===== config.mk =====
export PLATFORM = sky130hd
export DESIGN_NAME = systolic_result_drain
export DESIGN_NICKNAME = d
export VERILOG_FILES = /design/src/rtl/systolic_result_drain.sv
export SDC_FILE = /design/constraint.sdc
export NUM_CORES = 1
export LEC_CHECK = 0
export ABC_AREA = 1
export CORE_MARGIN = 4
export CORE_UTILIZATION = 58
export DETAILED_ROUTE_END_ITERATION = 12
export MAX_ROUTING_LAYER = met4
export PLACE_DENSITY = 0.87
export SLEW_MARGIN = 0
export SYNTH_ARGS = -nofsm -noshare
export SYNTH_HDL_FRONTEND = slang
export SYNTH_SLANG_ARGS = --single-unit

===== constraint.sdc =====
create_clock -name clock -period 7.32 [get_ports clock]
set_input_delay 2.196 -clock clock [delete_from_list [all_inputs] [get_ports clock]]
set_output_delay 2.196 -clock clock [all_outputs]
set_load 0.03 [all_outputs]

===== src/rtl/systolic_result_drain.sv =====
// systolic_result_drain
// Waits a programmable settle time after a start pulse, snapshots the SIZE x SIZE
// product matrix of the systolic array, then streams it out row-major over a
// valid/ready interface with row/column indices and a last flag.
// Optional feature: define DRAIN_CHECKSUM_EN to add a modulo-2^WIDTH running sum
// of the streamed elements on the checksum output.
module systolic_result_drain #(
    parameter int WIDTH          = 16,
    parameter int SIZE           = 3,
    parameter int COMPUTE_CYCLES = 9,
    parameter int IDXW           = 2
) (
    input  logic                                  clock,
    input  logic                                  nreset,
    input  logic                                  start,
    input  logic [SIZE-1:0][SIZE-1:0][WIDTH-1:0]  product_in,
    output logic                                  out_valid,
    input  logic                                  out_ready,
    output logic [WIDTH-1:0]                      out_data,
    output logic [IDXW-1:0]                       out_row,
    output logic [IDXW-1:0]                       out_col,
    output logic                                  out_last,
    output logic                                  busy,
    output logic                                  done
`ifdef DRAIN_CHECKSUM_EN
    ,
    output logic [WIDTH-1:0]                      checksum
`endif
);

    // Counter only has to reach COMPUTE_CYCLES-1; keep at least one bit.
    localparam int CNTW = (COMPUTE_CYCLES > 1) ? $clog2(COMPUTE_CYCLES) : 1;
    localparam logic [CNTW-1:0] CNT_LAST = CNTW'(COMPUTE_CYCLES - 1);
    localparam logic [IDXW-1:0] IDX_LAST = IDXW'(SIZE - 1);

    typedef enum logic [1:0] {
        S_IDLE    = 2'd0,
        S_COMPUTE = 2'd1,
        S_CAPTURE = 2'd2,
        S_DRAIN   = 2'd3
    } state_t;

    state_t            state_q, state_d;
    logic [CNTW-1:0]   cnt_q, cnt_d;

    // Snapshot bank: decoupled from product_in once captured, so the array can
    // be reloaded with the next operands while this result drains.
    logic [WIDTH-1:0]  bank_q [SIZE][SIZE];

    // Output registers; out_row/out_col double as the drain pointers.
    logic              out_valid_q, out_valid_d;
    logic [WIDTH-1:0]  out_data_q,  out_data_d;
    logic [IDXW-1:0]   out_row_q,   out_row_d;
    logic [IDXW-1:0]   out_col_q,   out_col_d;
    logic              out_last_q,  out_last_d;
    logic              done_q,      done_d;

    logic              xfer;
    logic [IDXW-1:0]   row_nx;
    logic [IDXW-1:0]   col_nx;

    assign xfer = out_valid_q && out_ready;

    // Row-major successor of the element currently presented.
    assign col_nx = (out_col_q == IDX_LAST) ? '0 : out_col_q + 1'b1;
    assign row_nx = (out_col_q == IDX_LAST) ? out_row_q + 1'b1 : out_row_q;

    // State and settle-counter registers.
    always_ff @(posedge clock or negedge nreset) begin
        if (!nreset) begin
            state_q <= S_IDLE;
            cnt_q   <= '0;
        end else begin
            state_q <= state_d;
            cnt_q   <= cnt_d;
        end
    end

    // Next-state logic; start is only honoured in IDLE, never queued.
    always_comb begin
        state_d = state_q;
        cnt_d   = cnt_q;
        case (state_q)
            S_IDLE: begin
                cnt_d = '0;
                if (start) begin
                    state_d = S_COMPUTE;
                end
            end
            S_COMPUTE: begin
                cnt_d = cnt_q + 1'b1;
                if (cnt_q == CNT_LAST) begin
                    state_d = S_CAPTURE;
                end
            end
            S_CAPTURE: begin
                state_d = S_DRAIN;
            end
            S_DRAIN: begin
                if (xfer && out_last_q) begin
                    state_d = S_IDLE;
                end
            end
            default: begin
                state_d = S_IDLE;
            end
        endcase
    end

    // One register per matrix element, loaded together during CAPTURE.
    generate
        for (genvar gi = 0; gi < SIZE * SIZE; gi++) begin : g_bank
            always_ff @(posedge clock or negedge nreset) begin
                if (!nreset) begin
                    bank_q[gi / SIZE][gi % SIZE] <= '0;
                end else if (state_q == S_CAPTURE) begin
                    bank_q[gi / SIZE][gi % SIZE] <= product_in[gi / SIZE][gi % SIZE];
                end
            end
        end
    endgenerate

    // Output next-state: first element loads on the first DRAIN cycle, later
    // elements load on each transfer so ready-high gives back-to-back beats.
    always_comb begin
        out_valid_d = out_valid_q;
        out_data_d  = out_data_q;
        out_row_d   = out_row_q;
        out_col_d   = out_col_q;
        out_last_d  = out_last_q;
        done_d      = 1'b0;
        case (state_q)
            S_CAPTURE: begin
                out_valid_d = 1'b0;
                out_row_d   = '0;
                out_col_d   = '0;
                out_last_d  = 1'b0;
            end
            S_DRAIN: begin
                if (!out_valid_q) begin
                    out_valid_d = 1'b1;
                    out_data_d  = bank_q[out_row_q][out_col_q];
                    out_last_d  = (out_row_q == IDX_LAST) && (out_col_q == IDX_LAST);
                end else if (xfer) begin
                    if (out_last_q) begin
                        out_valid_d = 1'b0;
                        out_data_d  = '0;
                        out_row_d   = '0;
                        out_col_d   = '0;
                        out_last_d  = 1'b0;
                        done_d      = 1'b1;
                    end else begin
                        out_row_d   = row_nx;
                        out_col_d   = col_nx;
                        out_data_d  = bank_q[row_nx][col_nx];
                        out_last_d  = (row_nx == IDX_LAST) && (col_nx == IDX_LAST);
                    end
                end
            end
            default: begin
                out_valid_d = 1'b0;
                out_last_d  = 1'b0;
            end
        endcase
    end

    // Output registers; nothing here sees product_in directly.
    always_ff @(posedge clock or negedge nreset) begin
        if (!nreset) begin
            out_valid_q <= 1'b0;
            out_data_q  <= '0;
            out_row_q   <= '0;
            out_col_q   <= '0;
            out_last_q  <= 1'b0;
            done_q      <= 1'b0;
        end else begin
            out_valid_q <= out_valid_d;
            out_data_q  <= out_data_d;
            out_row_q   <= out_row_d;
            out_col_q   <= out_col_d;
            out_last_q  <= out_last_d;
            done_q      <= done_d;
        end
    end

    assign out_valid = out_valid_q;
    assign out_data  = out_data_q;
    assign out_row   = out_row_q;
    assign out_col   = out_col_q;
    assign out_last  = out_last_q;
    assign done      = done_q;
    assign busy      = (state_q != S_IDLE);

`ifdef DRAIN_CHECKSUM_EN
    logic [WIDTH-1:0] checksum_q, checksum_d;

    // Sum clears as CAPTURE is entered and accumulates every accepted element.
    always_comb begin
        checksum_d = checksum_q;
        if ((state_q == S_COMPUTE) && (state_d == S_CAPTURE)) begin
            checksum_d = '0;
        end else if ((state_q == S_DRAIN) && xfer) begin
            checksum_d = checksum_q + out_data_q;
        end
    end

    // Checksum register; value persists after done until the next capture.
    always_ff @(posedge clock or negedge nreset) begin
        if (!nreset) begin
            checksum_q <= '0;
        end else begin
            checksum_q <= checksum_d;
        end
    end

    assign checksum = checksum_q;
`endif

endmodule


Yosys cells after proc, flatten, opt, wreduce, memory -nomap -nowiden
Index checks and enable logic that the tools add are counted.

Reduce and logical (&&, ||, !) cells: 11. Eq/ne operators: 15. Bitwise logic cells: 4. $add $sub $neg: 3. Multiplexer cells: 42. Magnitude comparators: 4.

Operator list (number): $bmux W48 S2 (2); $mux W48 (4); $mux W16 (7); $bmux W16 S2 (2); $mux W2 (11); $eq A2 B2 Y1 const B (6); $ge A3 B3 Y1 const B (4); $mux W1 (12); $not A2 Y3 (4); $ne A2 B2 Y1 const B (5); $pmux W2 S2 (2); $pmux W2 S4 (1); $pmux W4 S2 (1); $reduce_and A3 Y1 (2); $reduce_bool A2 Y1 (3); $add A2 B1 Y2 const B (2); $add A4 B1 Y4 const B (1); $eq A4 B4 Y1 const B (1); $logic_and A1 B1 Y1 (4); $ne A3 B3 Y1 const B (1); $eq A2 B1 Y1 const B (1); $logic_not A2 Y1 (1); $ne A2 B1 Y1 const B (1); $reduce_and A2 Y1 (1).

Output and inout port bits: 24. Input port bits: 148. Logic and storage cells: 96. Register bits after elaboration: 173.

Depth between registers and ports, before layout
Gate-level depths: netlist of run 1.

Depth in word-level cells: 12. Mapped depth: 16. Depth with buffers taken out: 12.

Worst setup path after synthesis of run 1
No wires, ideal clock.

Path kind: input to register. Start point: input port out_ready. End point: register out_data_q[10] (netlist: out_data[10]). Path buffers: 2. Setup slack: 4093 ps. Setup time: 117 ps. Arrival: 3110 ps. Required time: 7203 ps. Stages: 7. Cell sequence: or2_2 > nand2_1 > inv_1 > buf_2 > buf_2 > nor2_1 > nor2_1.

Longest elaborated chain between the ends: 3.

RTL lines: start: declaration (line 18) `input logic out_ready,`; $logic_and A1 B1 Y1 (line 62) `assign xfer = out_valid_q && out_ready;`; $ne A2 B1 Y1 (no source line); $reduce_and A2 Y1 (no source line); end signal: assignment (line 178) `out_data_q <= out_data_d;`; end: declaration (line 52) `logic [WIDTH-1:0] out_data_q, out_data_d;`.

Every way passes these cells. A chain may end at the register's enable or synchronous reset.

Final worst setup path of run 1
Start point: register out_col_q[1] (netlist: out_col[1]). End point: output port out_col[1].

RTL lines: start: declaration (line 54) `logic [IDXW-1:0] out_col_q, out_col_d;`; start signal: assignment (line 180) `out_col_q <= out_col_d;`; end: declaration (line 21) `output logic [IDXW-1:0] out_col,`.

No word-level cell between the ends.

==> qor.csv, run 1 <==
metric,value,unit
status,"complete, no violations",
IO Pins,172,
sequential share of the synthesized area,44.66,%
slowest CP cell,dfrtp_1,
fin crit period,4552,ps
fillcell total,1351,
CP cell instances,clkdlybuf4s50_1,
Clock Tree Buf Depth,2,
Tot Pwr,0.006213,W
max-cap viol count,0,
crit path max fanout,21,
vias,9775,
sequential share of power,27.6,%
ANT cells,0,
worst slew pin tran,1240,ps
row count,47,
initial antenna violation count,0,
r2r setup slk,3460,ps
routed len/inst,17.37,microns
"commonest non-fill, non-tap cell in the layout",nand2_1,
most frequent cells in the layout,"nand2_1, dfrtp_1, clkdlybuf4s50_1",
PortBufs,171,
DIE HEIGHT,137.3,microns
drt initial violations,1111,
"Clk Latency, worst-skew pair",430,ps
Resize count post-CTS,0,
hold_ws,513.4,ps
Cell variety after synth,28,
Rel. slew slack,17.02,%
synthesized flop and latch total,173,
Detailed Place HPWL,20.75,mm
Post-CTS Setup Bufs,0,
CTS root buffer,clkbuf_16,
clock power share,14.2,%
YS warnings,0,
# setup viols final,0,
Psw,0.003160,W
Setup TNS Final,0,ps
PD cells,520.8,nW/um^2
"Arr. time, crit path",2360,ps
Worst path max stage delay,1070,ps
Hold/Removal Path Class,register to register,
# clock sinks,173,
Vias/cell,5.657,
largest net degree at the start of global routing,129,
CP Class,register to output port,
Detailed Route WL,30.01,mm
Pins Over Slew Limit,0,
"Net Count, Synth",1534,
Post-Syn Area per Cell,7.030,sq um
CTS tree,done,
reg2reg path depth,11,
reg2reg start,out_row[0],
skew final,7.785,ps
Critical Path Source Type,register,
Worst path depth,1,
Layout area overhead,23.05,%
total core area,16470,sq um
Initial Util,58.88,%
layout cells sized above 1,3.979,%
Pleak,5.618,nW
Post-Syn Area,9694,sq um
Die X,137.3,microns
Fmax,219.7,MHz
overall routing resource usage,33.44,%
RSZ-0062 raised after global routing,no,
residual DRC count,0,
"non-filler cells, final",1728,
Detail Route Antenna Nets,0,
nets@finish,1650,
number of global-route vias before repair,9637,
sw frac,50.85,%
final hold vios,0,
Overflow after GRT,0,
Cells after DPL,1696,
Int Power,0.003053,W
cell family with most CP delay,flip-flops,
Crit. End Element,output port,
first-pass GRT wire length,47.70,mm
Comb power frac,58.3,%
RR Endpoint,out_data[7],
CP Buf/Inv Count,1,
CP startpoint,out_col[1],
CTS buffer count,17,
H-tree levels,4,
Initial DRT Pass Iterations,6,
CP Capture Point,out_col[1],
period utilization,62.19,%
hold_buf cts,0,
cell count after synthesis,1379,
VDD IR max,0.5364,mV
"Req. time, crit path",5120,ps
GPL Wtd Cong,0.9672,
Worst-path clk slew,70,ps
Die Area,18850,sq um
==> per-layer routing <==
layer	vias up	wire [microns]	global-route usage [%]	share of wire, %
met3	103	2177	4.492	7.3
met4	0	1287	15.19	4.3
met2	499	14860	55.86	50
met5	-	0	-	0
li1	4597	-	-	-
met1	4576	11680	40.63	39
==> flip-flops by register name, indices dropped and copies added (netlist names), 2 cells and up <==
name	count
bank_q	144
out_row	2
out_data	16
out_col	2
state_q	2
cnt_q	4
==> cells by family after synthesis <==
logic type | count (synthesis) | synth area share, %
and+or+nand+nor | 722 | 30.83
buffers and inverters | 249 | 10.65
AOI/OAI and AO/OA | 226 | 12.78
DFF | 173 | 44.66
adders and majority gates | 7 | 0.9034
xor gates and xnor gates | 2 | 0.1807
==> cell type report <==
| class | instances | area (sq um) | share of cell area, % |
|---|---|---|---|
| Sequential cell | 173 | 4330 | 36.30 |
| Inverter | 165 | 619.3 | 5.192 |
| Clock inverter | 12 | 111.4 | 0.9335 |
| Tap cell | 220 | 275.3 | 2.308 |
| Timing Repair Buffer | 181 | 1788 | 14.99 |
| Clock buffer | 20 | 456.7 | 3.828 |
| Multi-Input combinational cell | 957 | 4348 | 36.45 |
==> worst min-delay path by stage <==
stage	startpoint	to	cells after the start
2_1_floorplan	bank_q[14]	bank_q[14]	2
3_3_place_gp	bank_q[30]	bank_q[30]	2
3_5_place_dp	bank_q[46]	bank_q[46]	2
4_1_cts	bank_q[46]	bank_q[46]	2
5_1_grt	bank_q[46]	bank_q[46]	2
6_report	bank_q[46]	bank_q[46]	2
==> synth_stat cells <==
cell type,instances,area (sq um)
a21oi_1,10,50.05
a32oi_1,1,8.760
buf_1,6,22.52
buf_2,21,105.1
buf_4,9,67.56
buf_6,5,56.30
clkbuf_1,43,161.4
clkinv_1,2,7.510
dfrtp_1,173,4329
ha_1,7,87.58
inv_1,160,600.6
inv_2,3,11.26
nand2_1,481,1805
nand2_2,2,12.51
nand2_4,4,45.04
nand3_1,151,755.7
nand3_2,1,10.01
nand3_4,1,17.52
nor2_1,77,289.0
nor2_4,2,22.52
nor2_8,1,20.02
nor3_1,1,5.000
o211ai_1,31,232.7
o21ai_0,163,815.8
o22ai_1,21,131.4
or2_2,1,6.260
xnor2_1,1,8.760
xor2_1,1,8.760
==> power groups by stage <==
stage / Combinational (W) / Sequential [W] / Clock (W)
floorplan: 0.00254 / 0.00172 / 0
global placement: 0.00346 / 0.00170 / 0
detailed placement: 0.00354 / 0.00171 / 0
CTS: 0.00358 / 0.00170 / 0.000882
global route: 0.00405 / 0.00176 / 0.000921
finish: 0.00362 / 0.00171 / 0.000880
==> metrics by stage <==
step                setup WS [ps]  util [%]  area, sq um
global route                 2728     72.45        11930
detailed placement           3237     69.00        11360
global placement             3310     69.00        11360
CTS                          2830     72.45        11930
floorplan                    4093         -         9694
finish                       2768     72.45        11930
No activity file was read; power rests on OpenSTA's default activity.
==> run 2, diff against run 1 <==
--- a/config.mk
+++ b/config.mk
@@ -7,10 +7,10 @@
 export LEC_CHECK = 0
 export ABC_AREA = 1
 export CORE_MARGIN = 4
-export CORE_UTILIZATION = 58
+export CORE_UTILIZATION = 48
 export DETAILED_ROUTE_END_ITERATION = 12
 export MAX_ROUTING_LAYER = met4
-export PLACE_DENSITY = 0.87
+export PLACE_DENSITY = 0.77
 export SLEW_MARGIN = 0
 export SYNTH_ARGS = -nofsm -noshare
 export SYNTH_HDL_FRONTEND = slang
==> constraint.sdc (replaced) <==
create_clock -name clock -period 3.9 [get_ports clock]
set_input_delay 1.17 -clock clock [delete_from_list [all_inputs] [get_ports clock]]
set_output_delay 1.17 -clock clock [all_outputs]
set_load 0.03 [all_outputs]
==> run 2 against run 1 <==
Effect of this change: critical path depth increased by 3; via count shrank 1.6%; count of clock-buffer cells in the layout up 2; routed wire length grew 1.6%; sequential cell count unchanged; die area increased by 20%; register-to-register slack worse by 2300 ps; clock power up 97%; design area up 1.5%; critical path type unchanged; critical endpoint is now busy; largest cell class unchanged.
==> qor.csv, run 2 (synthesis results as in run 1) <==
metric,value,unit
final core occ,61.58,%
Rel. slew slack,36.75,%
CP Buf/Inv Count,3,
Layout area overhead,24.85,%
layout cells sized above 1,4.483,%
Setup TNS Final,0,ps
"Clk Latency, worst-skew pair",440,ps
cell family with most CP delay,buffers and inverters,
CP cell instances,"inv_1, ha_1, inv_1, clkdlybuf4s50_1",
period utilization,79.21,%
Post-CTS Setup Bufs,0,
fin crit period,3089,ps
# setup viols final,0,
max-cap viol count,0,
hold_sp,bank_q[46],
# clock sinks,173,
"commonest non-fill, non-tap cell in the layout",nand2_1,
residual DRC count,0,
CTS tree,done,
worst slew pin tran,947.6,ps
"Req. time, crit path",2730,ps
Vias/cell,5.399,
hold_buf cts,0,
Overflow after GRT,0,
CTS buffer count,17,
Hold/Removal Path Class,register to register,
Fmax,323.7,MHz
total core area,19650,sq um
initial antenna violation count,0,
Pleak,5.675,nW
Detail Route Antenna Nets,0,
PortBufs,171,
Worst-path clk slew,70,ps
ANT cells,0,
Detailed Place HPWL,21.84,mm
Tot Pwr,0.01178,W
PD cells,973.4,nW/um^2
first-pass GRT wire length,47.84,mm
status,"complete, no violations",
hold_ws,514.9,ps
DIE HEIGHT,150.1,microns
Die X,150.1,microns
Clock Tree Buf Depth,2,
most frequent cells in the layout,"nand2_1, dfrtp_1, clkdlybuf4s50_1",
largest net degree at the start of global routing,151,
reg2reg start,out_row[0],
Worst path depth,4,
overall routing resource usage,28.21,%
RSZ-0062 raised after global routing,no,
IO Pins,172,
VDD IR max,0.7509,mV
number of global-route vias before repair,9355,
GPL Wtd Cong,0.9534,
"non-filler cells, final",1782,
CP startpoint,state_q[0],
Critical Path Source Type,register,
nets@finish,1659,
reg2reg path depth,12,
Initial DRT Pass Iterations,6,
Cells after DPL,1750,
skew final,7.088,ps
H-tree levels,4,
CTS root buffer,clkbuf_16,
CP Class,register to output port,
row count,51,
Initial Util,49.33,%
WHS Path Cells,2,
Pins Over Slew Limit,0,
Largest register FFs,144,
Detailed Route WL,30.50,mm
crit path max fanout,3,
slowest CP cell,clkdlybuf4s50_1,
largest register by flop count,bank_q,
Crit. End Element,output port,
Die Area,22530,sq um
Resize count post-CTS,0,
drt initial violations,822,
Worst path max stage delay,670,ps
"Arr. time, crit path",1920,ps
routed len/inst,17.11,microns
crit-path most repeated cell,inv_1,
final hold vios,0,
vias,9621,
-- run 2: final cells by class --
type / count / area (sq um)
fillers: 1864 / 7551
multi-input cells: 957 / 4353
flip-flops and latches: 173 / 4330
repair buffers: 190 / 1881
inverters: 165 / 619.3
clock buffers: 22 / 474.2
well taps: 265 / 331.6
clock inverters: 10 / 113.9
-- run 2: metal layers --
metal  vias up  wire length [microns]  part of all wire (%)  track usage (%)
met1      4526                  12260                    40            35.17
li1       4612                      -                     -                -
met5         -                      0                     0                -
met4         0                   1152                   3.8            11.62
met3        84                   1877                   6.2            4.335
met2       399                  15210                    50            46.23
-- run 2: worst paths after layout --
kind                                     to  slack, ps
worst min-delay path             bank_q[46]        510
max in group asynchronous        bank_q[83]       2410
worst max register to register  out_data[7]       1190
worst max-delay path                   busy        810
worst min register to register   bank_q[46]        510
min in group asynchronous       bank_q[109]        660
-- run 2: power by group --
part           internal (W)  switching (W)
Clock              0.000992       0.000735
Combinational       0.00218        0.00470
Sequential          0.00268       0.000484
-- run 2: worst min-delay path: stages, from the launching register on --
cell,delay (ps)
dfrtp_1,380
nand2_1,60
nand2_1,50
-- run 2: stage by stage --
stage | instance area (sq um) | setup slack, ps
CTS | 12100 | 791.2
global placement | 11510 | 920.8
floorplan | 9694 | 1331
global route | 12100 | 737.0
finish | 12100 | 810.9
detailed placement | 11510 | 888.3
==> edit (flow settings as in run 2) <==
Change the parameter `SIZE` from 3 to 5.
--- a/src/rtl/systolic_result_drain.sv
+++ b/src/rtl/systolic_result_drain.sv
@@ -7,5 +7,5 @@
 module systolic_result_drain #(
     parameter int WIDTH          = 16,
-    parameter int SIZE           = 3,
+    parameter int SIZE           = 5,
     parameter int COMPUTE_CYCLES = 9,
     parameter int IDXW           = 2
Interface: changed (resized product_in); port bits go from 172 to 428. No check against the original RTL was run, so the function may have changed too.
==> edit against run 2 <==
- total power grew 42%
- wire length increased by 85%
- cell area grew 67%
- worst setup slack got worse by 0.12 ns
- worst hold slack got worse by 0.015 ns
- sequential cell count increased by 112
- synthesized area up 65%
- non-clock buffer count increased by 123
- critical path type unchanged
- highest routed layer unchanged
==> edit: results (changes against run 2) <==
stage,metric,value,unit,change
global_route,initial antenna violation count,1,,+1
logic_synthesis,library cells used by synthesis,25,,-11%
global_route,aggregate global-route resource usage,0.312,,+0.0299
clock_network,H-Tree Depth,2,,-2
run_status,status,"finished, final reports clean",,
global_route,pin count of the biggest net entering global routing,269,,+78%
sta,relative slew slack,0.267,,-0.100
clock_network,Root Buffer,clkbuf_16,,
clock_network,Post-CTS Setup Bufs,0,,unchanged
global_route,first-pass GRT wire length,87900,µm,+84%
route,DR pass1 iterations,6,,unchanged
clock_network,Clock Path Buffers,3,,+1
logic_synthesis,Synth Warn #,0,,unchanged
min_path,min-delay src,bank_q[378]$_DFFE_PN0P_,,
critical_path,Worst Setup SP,state_q[0]$_DFFE_PN0P_,,
logic_synthesis,Synth Area per Inst,6.83,µm²,-2.8%
final_layout,# nets final,2945,,+78%
clock_network,# resized after CTS,0,,unchanged
clock_network,clk_lat worst skew,0.52,ns,+0.08 ns
placement,gpl congestion,0.949,,-0.43%
final_layout,"Most flops, register",bank_q,,
min_path,min-delay worst type,reg -> reg,,
min_path,WHS Endpoint,bank_q[378]$_DFFE_PN0P_,,
placement,Detailed Place HPWL,37200,µm,+70%
clock_network,register clock-pin slew on the reported worst setup and hold paths,0.06,ns,
global_route,vias in the first global route,16200,,+73%
critical_path,worst r2r path cells,12,,unchanged
final_layout,fillcell total,2956,,+59%
logic_synthesis,net count after synthesis,2758,,+80%
route,WL final,56500,µm,+85%
final_layout,"non-filler cells, final",3000,,+68%
logic_synthesis,asr flop ratio synth,1.00,,unchanged
critical_path,r2r setup slk,0.95,ns,-0.24 ns
route,drt drc,0,,unchanged
sta,Final Skew,0.0192,ns,+0.0121 ns
clock_network,total CTS buffers,35,,+18
logic_synthesis,ys flop type,dfrtp_1,,
route,antenna-violating nets left,0,,unchanged
logic_synthesis,Post-synth top cells,"nand2_1, nand3_1, dfrtp_1",,
final_layout,layout cells sized above 1,0.0395,,-0.00531
pwr,P_leak,9.54,nW,+68%
min_path,hold path cells,2,,unchanged
critical_path,reg-to-reg endpoint,out_data[0]$_DFFE_PN0P_,,
final_layout,max reg flops,256,,+78%
critical_path,Critical Path Fanout Max,3,,unchanged
logic_synthesis,"top cells by area, synth","dfrtp_1, nand2_1, nand3_1, o21ai_0, inv_1",,
critical_path,worst r2r src,out_row[0]$_DFFE_PN0P_,,
route,Vias,16800,,+74%
pwr,Sw Share,0.458,,-0.0446
placement,placed instance area,19100,µm²,+66%
pwr,peak supply drop,0.708,mV,-5.7%
logic_synthesis,"Seq/Total Area, Yosys",0.445,,-0.00157
placement,I/O Buffers,283,,+65%
route,initial DRC count,1842,,+120%
==> edit: per-stage QoR <==
step | setup slack (ns) | hold slack, ns
3_3_place_gp | 0.744 | 0.477
5_1_grt | 0.597 | 0.517
3_5_place_dp | 0.714 | 0.483
6_report | 0.694 | 0.500
4_1_cts | 0.672 | 0.495
2_1_floorplan | 1.24 | 0.458
==> edit: how the worst max path moves through the flow <==
stage	endpoint
after detailed placement	out_data[0]$_DFFE_PN0P_
after CTS	busy
after global placement	out_data[8]$_DFFE_PN0P_
final	busy
after floorplan	out_data[12]$_DFFE_PN0P_
after global routing	busy
==> edit: cell type report <==
type | instances | area, µm² | share of cell area
clock buffers | 52 | 1080 | 0.0535
flip-flops and latches | 285 | 7140 | 0.353
inverters | 238 | 893 | 0.0442
multi-input cells | 1659 | 7340 | 0.363
well taps | 442 | 553 | 0.0273
clock inverters | 9 | 45.0 | 0.00223
diodes | 2 | 5.00 | 0.000247
repair buffers | 313 | 3180 | 0.157
==> edit: worst max-delay path, cell delays in order, from the launching register on <==
cell,delay (ns)
dfrtp_1,0.37
inv_1,0.11
ha_1,0.25
inv_1,0.11
clkdlybuf4s50_1,0.69
==> edit: logic make-up (layout without fill, tap and decap cells) <==
logic type                 Yosys count  after routing  share of synthesized area
other                                0              2                          0
DFF                                285            285                      0.445
and+or+nand+nor                   1346           1346                      0.347
AOI/OAI and AO/OA                  304            304                      0.101
buffers and inverters              401            612                     0.0998
adders and majority gates            9              9                    0.00703
==> edit: power groups by stage <==
stage	Sequential [mW]	Combinational, mW	Clock [mW]
5_1_grt	5.48	9.26	3.35
3_5_place_dp	5.32	8.13	0
3_3_place_gp	5.26	7.93	0
6_report	5.32	8.25	3.21
2_1_floorplan	5.27	5.53	0
4_1_cts	5.29	8.20	3.23
==> edit: per-layer routing <==
layer	share of wire	vias up	global-route usage	wire, µm
li1	-	7819	-	-
met1	0.39	7836	0.407	22300
met2	0.46	952	0.481	26000
met3	0.091	174	0.0467	5150
met4	0.053	0	0.148	3010
met5	0	-	-	0
